$ cat src/rtl/mul_init_pkg.sv
// mul_init_pkg: shared state encoding and default sizes for the mulintf requester.
package mul_init_pkg;
    typedef enum logic [1:0] {IDLE, REQ, DRAIN, RESP} mul_init_state_e;
    localparam int DEF_OP_W        = 8;
    localparam int DEF_TIMEOUT_CYC = 16;
endpackage

$ cat src/rtl/mul_init_timer.sv
// mul_init_timer: wait-cycle counter with terminal-count flag at TIMEOUT_CYC-1.
module mul_init_timer #(
    parameter int TIMEOUT_CYC = 16
) (
    input  logic clk,
    input  logic reset_n,
    input  logic clr,
    input  logic en,
    output logic tc
);
    localparam int TW = $clog2(TIMEOUT_CYC);
    logic [TW-1:0] cnt_q;
    always_ff @(posedge clk) begin
        if (!reset_n || clr) cnt_q <= '0;
        else if (en && !tc)  cnt_q <= cnt_q + TW'(1);
    end
    assign tc = cnt_q == TW'(TIMEOUT_CYC - 1);
endmodule

$ cat src/rtl/mul_initiator.sv
// mul_initiator: requester for the mulintf a/b/en -> out/ack handshake,
// with valid/ready command and result ports and a bounded ack wait.
module mul_initiator
    import mul_init_pkg::*;
#(
    parameter int OP_W        = DEF_OP_W,
    parameter int TIMEOUT_CYC = DEF_TIMEOUT_CYC,
    parameter int CNT_W       = 16
) (
    input  logic              clk,
    input  logic              reset_n,
    input  logic              cmd_valid,
    output logic              cmd_ready,
    input  logic [OP_W-1:0]   cmd_a,
    input  logic [OP_W-1:0]   cmd_b,
    output logic [OP_W-1:0]   mul_a,
    output logic [OP_W-1:0]   mul_b,
    output logic              mul_en,
    input  logic              mul_ack,
    input  logic [2*OP_W-1:0] mul_out,
    output logic              res_valid,
    input  logic              res_ready,
    output logic [2*OP_W-1:0] res_data,
    output logic              res_err,
    output logic              busy,
    output logic [CNT_W-1:0]  job_count
);
    mul_init_state_e   state_q, state_d;
    logic [OP_W-1:0]   mul_a_q, mul_a_d, mul_b_q, mul_b_d;
    logic              mul_en_q, mul_en_d, res_valid_q, res_valid_d, res_err_q, res_err_d;
    logic [2*OP_W-1:0] res_data_q, res_data_d;
    logic [CNT_W-1:0]  job_count_q, job_count_d;
    logic              tc;

    // The timer restarts on every state change, so REQ and DRAIN each get a full budget.
    mul_init_timer #(.TIMEOUT_CYC(TIMEOUT_CYC)) u_timer (
        .clk     (clk),
        .reset_n (reset_n),
        .clr     (state_d != state_q),
        .en      (state_q == REQ || state_q == DRAIN),
        .tc      (tc)
    );

    always_comb begin
        state_d     = state_q;
        mul_a_d     = mul_a_q;
        mul_b_d     = mul_b_q;
        mul_en_d    = mul_en_q;
        res_valid_d = res_valid_q;
        res_data_d  = res_data_q;
        res_err_d   = res_err_q;
        job_count_d = job_count_q;
        case (state_q)
            IDLE: if (cmd_valid) begin
                mul_a_d  = cmd_a;
                mul_b_d  = cmd_b;
                mul_en_d = 1'b1;
                state_d  = REQ;
            end
            REQ: if (mul_ack || tc) begin
                res_data_d = mul_ack ? mul_out : '0;
                res_err_d  = !mul_ack;
                mul_en_d   = 1'b0;
                state_d    = DRAIN;
            end
            DRAIN: if (!mul_ack || tc) begin
                res_err_d   = res_err_q || mul_ack;
                res_data_d  = mul_ack ? '0 : res_data_q;
                res_valid_d = 1'b1;
                state_d     = RESP;
            end
            RESP: if (res_ready) begin
                res_valid_d = 1'b0;
                job_count_d = res_err_q ? job_count_q : job_count_q + CNT_W'(1);
                state_d     = IDLE;
            end
            default: state_d = IDLE;
        endcase
    end

    always_ff @(posedge clk) begin
        if (!reset_n) begin
            state_q     <= IDLE;
            mul_a_q     <= '0;
            mul_b_q     <= '0;
            mul_en_q    <= 1'b0;
            res_valid_q <= 1'b0;
            res_data_q  <= '0;
            res_err_q   <= 1'b0;
            job_count_q <= '0;
        end else begin
            state_q     <= state_d;
            mul_a_q     <= mul_a_d;
            mul_b_q     <= mul_b_d;
            mul_en_q    <= mul_en_d;
            res_valid_q <= res_valid_d;
            res_data_q  <= res_data_d;
            res_err_q   <= res_err_d;
            job_count_q <= job_count_d;
        end
    end

    assign cmd_ready = state_q == IDLE;
    assign busy      = state_q != IDLE;
    assign mul_a     = mul_a_q;
    assign mul_b     = mul_b_q;
    assign mul_en    = mul_en_q;
    assign res_valid = res_valid_q;
    assign res_data  = res_data_q;
    assign res_err   = res_err_q;
    assign job_count = job_count_q;
endmodule

$ cat config.mk
export PLATFORM = sky130hd
export DESIGN_NAME = mul_initiator
export DESIGN_NICKNAME = d
export VERILOG_FILES = /design/src/rtl/mul_init_pkg.sv /design/src/rtl/mul_init_timer.sv /design/src/rtl/mul_initiator.sv
export SDC_FILE = /design/constraint.sdc
export NUM_CORES = 1
export LEC_CHECK = 0
export ABC_CLOCK_PERIOD_IN_PS = 3700
export CORE_MARGIN = 2
export CORE_UTILIZATION = 40
export DETAILED_ROUTE_END_ITERATION = 10
export PLACE_DENSITY = 0.71
export SLEW_MARGIN = 20
export SYNTH_ARGS = -nofsm -noshare
export SYNTH_HDL_FRONTEND = slang
export SYNTH_SLANG_ARGS = --single-unit
export TNS_END_PERCENT = 1
$ cat constraint.sdc
create_clock -name clk -period 3.7 [get_ports clk]
set_input_delay 0.74 -clock clk [delete_from_list [all_inputs] [get_ports clk]]
set_output_delay 0.74 -clock clk [all_outputs]
set_load 0.02 [all_outputs]
==> results.cfg, run 1 <==
[clocking]
clk_path_buf_depth = 2
cts_root_buf = clkbuf_8
cts_resized = 0
ctsHoldBuffers = 0
clock_latency_ns = 0.33
cts_tree = built
htree_levels = 3
clkTransAtPathRegs_ns = 0.06
cts_buffers = 9
cts_setup_buffers = 0
clkSinkCount = 57

[sta]
setup_viol = 0
rsz0062_at_grt = false
tightest_slew_ns = 0.7174
finalHoldViolations = 0
post-route-period-util_pct = 74.64
max_freq_mhz = 362.1
final.setup_skew_ns = 0.005662
slew_viol_final = 0
slew_headroom_pct = 52.17
fin_crit_ns = 2.762
fin_setup_tns_ns = 0

[grt]
grt_pass1_vias = 1965
grt_max_degree = 42
grt_overflow = 0
grt_pass1_wl_mm = 8.859
grt_usage_pct = 17.15
antenna_found_initial = 0

[logic_synthesis]
ys.flop_type = dfxtp_1
yosysUniqueCellTypes = 53
synth_area_leaders = dfxtp_1 46%, nand2_1 6.5%, a22o_1 5.6%
netlist_instances = 266
synth_area_um2 = 2481
synth_seq_area_share_pct = 45.99
ys_async_sr_fraction_pct = 0
ys.warnings.count = 0
syn_avg_cell_area_um2 = 9.328
ys_ff_latch = 57
syn_nets = 309
yosys.area.top_type_share_pct = 45.99
synth_edf_count = 0
yosysTopAreaCell = dfxtp_1

[critical_path]
crit_path_end_kind = output pin
worstSetupPathType = flop to output pin
r2r_cells = 6
start_kind = flop
crit_chain = inv_1 > ha_1 > inv_1 > clkdlybuf4s50_1
startpoint = state_q[1]
r2r-start = state_q[1]
worstPathRequired_ns = 2.96
crit_top_cell = inv_1
arrival_ns = 2.02
slowest_delay_ns = 0.61
worstPathMaxFanout = 12
slowest_stage = clkdlybuf4s50_1

[place]
place_hpwl_mm = 4.071
gp_congestion = 0.8162
numPortBuffers = 89

[floorplanning]
die_w_um = 82.76
core_area_um2 = 5956
row_count = 28
initial_core_util_pct = 41.66
dieHeight_um = 82.76
die_area_um2 = 6849
io_pins = 90

[pwr]
vdd_drop_max_mv = 0.2085
p_total_uw = 1486
powerDensity_nw_per_um2 = 410.8
p_leak_uw = 0.001399

[hold_path]
worstHoldPathCells = 2
min_from = mul_a[4]
hp-class = flop to flop

[finish]
final_common_cell = clkdlybuf4s50_1
n_antenna_cell = 0
most-common-layout-cells = 89 x clkdlybuf4s50_1, 57 x dfxtp_1, 43 x nand2_1
syn_to_final_growth_pct = 45.79
nets = 397
final_layout_size_suffix_gt1_share_pct = 6.685

[drt]
drt_wl_total_mm = 5.781
drt_first_pass_iters = 4
drc = 0
drt_iter0_drc = 61
wl_per_cell_um = 13.32
vias = 2210
ant_nets = 0
via_per_inst = 5.092

[outcome]
status = complete, no violations

[job]
drv_cap = 0
==> cell families (layout without fill, tap and decap cells) <==
family | count (synthesis) | count (layout) | share of synthesized area (%)
flip-flops | 57 | 57 | 45.99
XOR/XNOR | 10 | 10 | 3.530
AND/OR/NAND/NOR | 109 | 109 | 22.90
multiplexers | 7 | 7 | 2.824
adder cells (fa/ha/maj) | 6 | 6 | 3.026
AO/OA/AOI/OAI | 60 | 60 | 18.66
buffers and inverters | 17 | 110 | 3.076
==> cell usage after synthesis (4+ instances only) <==
cell type	instances
clkbuf_1	7
xor2_1	5
mux2i_1	7
dfxtp_1	57
nor3_1	7
nand3_1	10
inv_1	4
nand2b_1	6
and3_1	4
ha_1	6
nand2_1	43
a21boi_0	18
o21ai_0	4
nand4_1	5
xnor2_1	5
buf_2	4
and2_1	12
nor2_1	6
a22o_1	16
==> state kept, by name (all words and copies together) (netlist names) <==
| signal | count |
|---|---|
| job_count | 16 |
| mul_a | 8 |
| mul_b | 8 |
| mul_en | 1 |
| res_data | 16 |
| res_err | 1 |
| res_valid | 1 |
| state_q | 2 |
| u_timer.cnt_q | 4 |
==> report_power, final <==
part / switching, uW / internal (uW) / total, uW
clock network: 243 / 345 / 588
registers: 16.9 / 641 / 658
logic: 119 / 121 / 240
==> worst paths after layout <==
path | to | slack (ns)
max | busy | 0.94
min | mul_a[4] | 0.46
max reg2reg | u_timer.cnt_q[2] | 1.28
min reg2reg | mul_a[4] | 0.46
==> layer usage <==
layer | global-route usage [%] | share of wire, %
met5 | 0 | 0
met4 | 6.393 | 1.3
met3 | 7.283 | 7.4
met2 | 28.23 | 45
met1 | 19.80 | 46
==> area by class of cell <==
class	count	area, um^2
Fill cell	534	2338
Multi-Input combinational cell	192	1264
Sequential cell	57	1141
Timing Repair Buffer	90	898.4
Clock buffer	11	151.4
Tap cell	75	93.84
Clock inverter	5	53.80
Inverter	4	15.01
==> critical path, delay by kind of cell (launching register included) <==
family | cells | cell delay (ns)
adder cells (fa/ha/maj) | 1 | 0.34
flip-flops | 1 | 0.48
buffers and inverters | 3 | 0.88
==> per-stage QoR <==
stage / setup WS (ns) / std cells / hold slack (ns) / area (um^2) / util, %
floorplan: 1.569 / 266 / 0.5190 / 2481 / -
global placement: 1.057 / 418 / 0.4500 / 3412 / 57.29
detailed placement: 0.9873 / 418 / 0.4561 / 3412 / 57.29
CTS: 0.9385 / 434 / 0.4650 / 3617 / 60.74
global route: 0.8065 / 434 / 0.4917 / 3617 / 60.74
finish: 0.9384 / 434 / 0.4642 / 3617 / 60.74
No activity file was read; power rests on OpenSTA's default activity.
==> run 2: changes to the inputs <==
- ABC_CLOCK_PERIOD_IN_PS: 3700 -> 2700
- clock period: 3.7 -> 2.7 ns (I/O delays scaled with it)
==> results.cfg, run 2 (synthesis results as in run 1) <==
[floorplanning]
dieHeight_um = 82.76
initial_core_util_pct = 41.66
die_area_um2 = 6849
die_w_um = 82.76
io_pins = 90
core_area_um2 = 5956
row_count = 28

[grt]
grt_pass1_wl_mm = 9.280
grt_max_degree = 42
antenna_found_initial = 0
grt_pass1_vias = 2041
grt_usage_pct = 17.78
grt_overflow = 0

[critical_path]
worstPathRequired_ns = 2.16
start_kind = flop
r2r_cells = 6
r2r-start = state_q[1]
reg2reg_to = u_timer.cnt_q[2]
crit_path_end_kind = output pin
worstSetupPathType = flop to output pin
worstPathMaxFanout = 12
arrival_ns = 2.00
startpoint = state_q[1]
ff2ff_setup_slack_ns = 0.43

[drt]
vias = 2185
ant_nets = 0
wl_met2_mm = 2.743
via_per_inst = 5.011
drt_wl_total_mm = 5.897
highest_layer = met4
dr_wl_met3_um = 424
wl_per_cell_um = 13.53
drt_first_pass_iters = 4
drt_iter0_drc = 63
drc = 0
met1_length_mm = 2.650

[sta]
max_freq_mhz = 394.5
rsz0062_at_grt = false
post-route-period-util_pct = 93.89
tightest_slew_ns = 0.7342
setup_viol = 0
final.setup_skew_ns = 0.005695
setup_ws_ns = 0.1649
whs_ns = 0.4621
slew_headroom_pct = 51.06
fin_crit_ns = 2.535
slew_viol_final = 0
fin_setup_tns_ns = 0
finalHoldViolations = 0

[hold_path]
min_from = mul_a[2]
worstHoldPathCells = 2
min_to = mul_a[2]
hp-class = flop to flop

[finish]
fill_cells = 522
layout.cells.non_filler = 436
final_layout_size_suffix_gt1_share_pct = 6.925
most-common-layout-cells = 89 x clkdlybuf4s50_1, 57 x dfxtp_1, 43 x nand2_1
final_common_cell = clkdlybuf4s50_1
n_antenna_cell = 0
syn_to_final_growth_pct = 47.00
nets = 399
postLayoutCoreUtil_pct = 61.24

[clocking]
clk_path_buf_depth = 2
cts_resized = 0
htree_levels = 3
ctsHoldBuffers = 0
clkSinkCount = 57
cts_buffers = 9
cts_setup_buffers = 0
clock_latency_ns = 0.33
cts_tree = built
clkTransAtPathRegs_ns = 0.06
cts_root_buf = clkbuf_8

[place]
gp_congestion = 0.8318
place_hpwl_mm = 4.070
numPortBuffers = 89
dp.cells = 420
pre_cts_ws_ns = 0.3546

[pwr]
swShare_pct = 24.76
p_leak_uw = 0.001413
power.switching_uw = 523.6
vdd_drop_max_mv = 0.3887
pwr-share-comb_pct = 15.8
powerDensity_nw_per_um2 = 579.7
internal_power_uw = 1591
seqPwrFrac_pct = 42.7
p_clk_share_pct = 41.5

[job]
drv_cap = 0

[outcome]
status = complete, no violations
-- run 2: cell types whose count changed in the layout (fill, tap and decap cells not counted) --
cell / change
clkinv_2: -1
clkbuf_8: -1
buf_4: +2
clkbuf_1: +1
bufinv_16: +1
-- run 2: worst max-delay path by stage --
| stage | slack [ns] | end | depth (start not counted) |
|---|---|---|---|
| after global routing | 0.04 | busy | 4 |
| after CTS | 0.16 | busy | 4 |
| after global placement | 0.41 | u_timer.cnt_q[2] | 5 |
| after floorplan | 0.57 | u_timer.cnt_q[2] | 7 |
| after detailed placement | 0.35 | u_timer.cnt_q[2] | 5 |
| final | 0.16 | busy | 4 |
-- run 2: layout make-up --
type / count / area (um^2) / area share [%]
tap: 75 / 93.84 / 2.573
clock inverter: 5 / 78.83 / 2.161
multi-input combinational: 192 / 1264 / 34.65
sequential: 57 / 1141 / 31.29
inverter: 4 / 15.01 / 0.4117
clock buffer: 11 / 141.4 / 3.877
timing repair buffer: 92 / 913.4 / 25.04
-- run 2: metrics by stage --
step,area [um^2],total power [uW]
floorplan,2481,1100
global placement,3427,1250
detailed placement,3427,1256
CTS,3647,2134
global route,3647,2204
finish,3647,2114
-- run 2: power by group through the flow --
stage,logic [uW],registers [uW],clock network [uW]
after detailed placement,336,920,0
after global routing,364,906,934
final,335,902,878
after global placement,332,919,0
after floorplan,142,958,0
after CTS,337,902,895
-- run 2: worst max-delay path: stages, from the launching register on --
cell and delay (ns):
dfxtp_1 0.48, inv_1 0.12, ha_1 0.34, inv_1 0.12, clkdlybuf4s50_1 0.61
-- run 2: metal layers --
metal | vias to the layer above | GRT usage, %
li1 | 1125 | -
met1 | 990 | 20.98
met2 | 62 | 29.03
met3 | 8 | 6.957
met4 | 0 | 6.885
met5 | - | 0
==> RTL change, RTL diff (flow settings as in run 1) <==
Register the output `job_count` once more, without a reset; this adds one clock of latency there. The other outputs are not delayed to match.
--- a/src/rtl/mul_initiator.sv
+++ b/src/rtl/mul_initiator.sv
@@ -109,5 +109,7 @@
     assign res_data  = res_data_q;
     assign res_err   = res_err_q;
-    assign job_count = job_count_q;
+    always_ff @(posedge clk) begin
+        job_count <= job_count_q;
+    end
 endmodule
 
Formal check against the unedited RTL: not equivalent (Yosys sat finds a counterexample within 10 cycles, from zero or initial values and one cycle with reset_n low).
==> RTL change against run 1 <==
  * Power grew 18%
  * Wire length up 5.9%
  * Clock skew fell by 0.0013 ns
  * Sequential cell count rose by 16
  * Synthesized cell count rose by 6.4%
  * Final area increased by 6.6%
  * Critical path depth unchanged
  * Synthesized area up 8.7%
  * Count of clock-buffer cells in the layout unchanged
  * Worst setup slack better by 0.032 ns
  * Largest cell class is now sequential cells
  * Sequential share of layout area is 6.3 points higher
==> RTL change: results (changes against run 1) <==
** Detailed routing
- Routed len/inst :: 13.5 um (+1.7%)
- Routed via count divided by cell count :: 5.14 (+0.93%)
- The violation count after the first detailed-routing iteration is 85 (+39%).
- The via count is 2323 (+5.1%).

** Worst setup path
- The maximum fanout along the worst path came to 10 (-2).

** Synth
- Mapped Nets :: 326 (+5.5%)
- Leading post-synthesis cells by cell area :: sky130_fd_sc_hd__dfxtp_1 (54%), sky130_fd_sc_hd__nand2_1 (6.3%), sky130_fd_sc_hd__a22o_1 (5.5%)
- In the synthesized netlist, the cells that appear most often are sky130_fd_sc_hd__dfxtp_1 (73), sky130_fd_sc_hd__nand2_1 (45), sky130_fd_sc_hd__a21oi_1 (26).
- Count of different cell masters after synthesis :: 44 (-17%)
- The fraction of the yosys area taken by sequential cells came to 54.2% (+8.2 points).
- The number of instances in the synthesized netlist was 283 (+6.4%).

** Placed design
- The routability congestion estimate was 0.804 (-1.5%).
- Dpl cell area :: 3640 sq um (+6.6%)
- The number of cells in the design after placement was 436 (+4.3%).
- Post-detail-place hpwl :: 4.30 mm (+5.7%)
- The worst slack after detailed placement was 1.06 ns (+0.0712 ns).

** Outcome
- Result of the run :: finished, final reports clean

** GRT
- The global-route track usage on met2 is 28.0% (-0.25 points).
- The first-pass GRT wire length came to 10.1 mm (+14%).
- The met1 layer usage reported by global route is 20.8% (+0.97 points).
- Met3 Usage GRT :: 5.68% (-1.6 points)
- The total routing resource utilization after global routing is 17.1% (-0.073 points).
- Maximum number of pins on one net before global-route repair :: 39 (-7.1%)

** Cells and area
- The number of nets in the layout came to 413 (+4.0%).
- Layout cells sized above 1 :: 6.40% (-0.29 points)

** Floorplanning
- Full die area :: 7410 sq um (+8.2%)

** STA
- The post-route clock skew came to 0.00439 ns (-0.00128 ns).
- The headroom to the max-slew limit came to 28.9% (-23 points).

** Power and ir drop
- Internal power of the cells :: 1.33 mW (+20%)
- Largest vdd supply drop :: 0.233 mV (+12%)
- The leakage power summed over all cells was 1.42 nW (+1.3%).
==> RTL change: changes by cell type in the layout (fill, tap and decap cells not counted), moves of 3 or more <==
cell                              run 1  this run
sky130_fd_sc_hd__a21boi_0            18         0
sky130_fd_sc_hd__a21oi_1              3        26
sky130_fd_sc_hd__and2_1              12         1
sky130_fd_sc_hd__dfxtp_1             57        73
sky130_fd_sc_hd__mux2i_1              7         1
sky130_fd_sc_hd__nand2b_1             6         3
sky130_fd_sc_hd__nor2_1               6        15
sky130_fd_sc_hd__o21ai_0              4         7
sky130_fd_sc_hd__o31ai_1              1         4
==> RTL change: per-layer routing <==
layer  part of all wire (%)  wire length, um
met3                    5.9              362
met4                    1.5               92
met1                     44             2700
met5                      0                0
met2                     49             2970
==> RTL change: layout make-up <==
type	instances	area, sq um
fill	568	2560
sequential	73	1460
multi-input combinational	190	1160
timing repair buffer	90	898
clock buffer	11	141
tap	77	96.3
clock inverter	5	78.8
inverter	6	22.5
==> RTL change: kinds of logic (layout without fill, tap and decap cells) <==
group,Yosys count,after routing,share of synthesized area [%]
AO/OA/AOI/OAI,67,67,16.9
adder cells (fa/ha/maj),6,6,2.78
flip-flops,73,73,54.2
multiplexers,2,2,0.789
AND/OR/NAND/NOR,104,104,18.9
buffers and inverters,20,112,2.83
XOR/XNOR,11,11,3.57
==> RTL change: power by group through the flow <==
| stage | Clock [mW] | Sequential, mW | Combinational (mW) |
|---|---|---|---|
| after floorplan | 0 | 0.880 | 0.0994 |
| after global placement | 0 | 0.850 | 0.245 |
| after detailed placement | 0 | 0.851 | 0.246 |
| after CTS | 0.699 | 0.833 | 0.248 |
| after global routing | 0.732 | 0.836 | 0.268 |
| final | 0.682 | 0.833 | 0.245 |
==> RTL change: worst max-delay path: cells and delay by family (launching register included) <==
family / cells / cell delay [ns]
buffers and inverters: 3 / 0.89
DFF: 1 / 0.43
adders and majority gates: 1 / 0.33
==> RTL change: worst paths after layout <==
| path | from | endpoint | slack (ns) | depth (start not counted) |
|---|---|---|---|---|
| worst max register to register | state_q[0] | res_data[2] | 1.39 | 6 |
| worst min-delay path | job_count_q[15] | job_count[15] | 0.38 | 0 |
| worst min register to register | job_count_q[15] | job_count[15] | 0.38 | 0 |
| worst max-delay path | state_q[0] | busy | 0.97 | 4 |
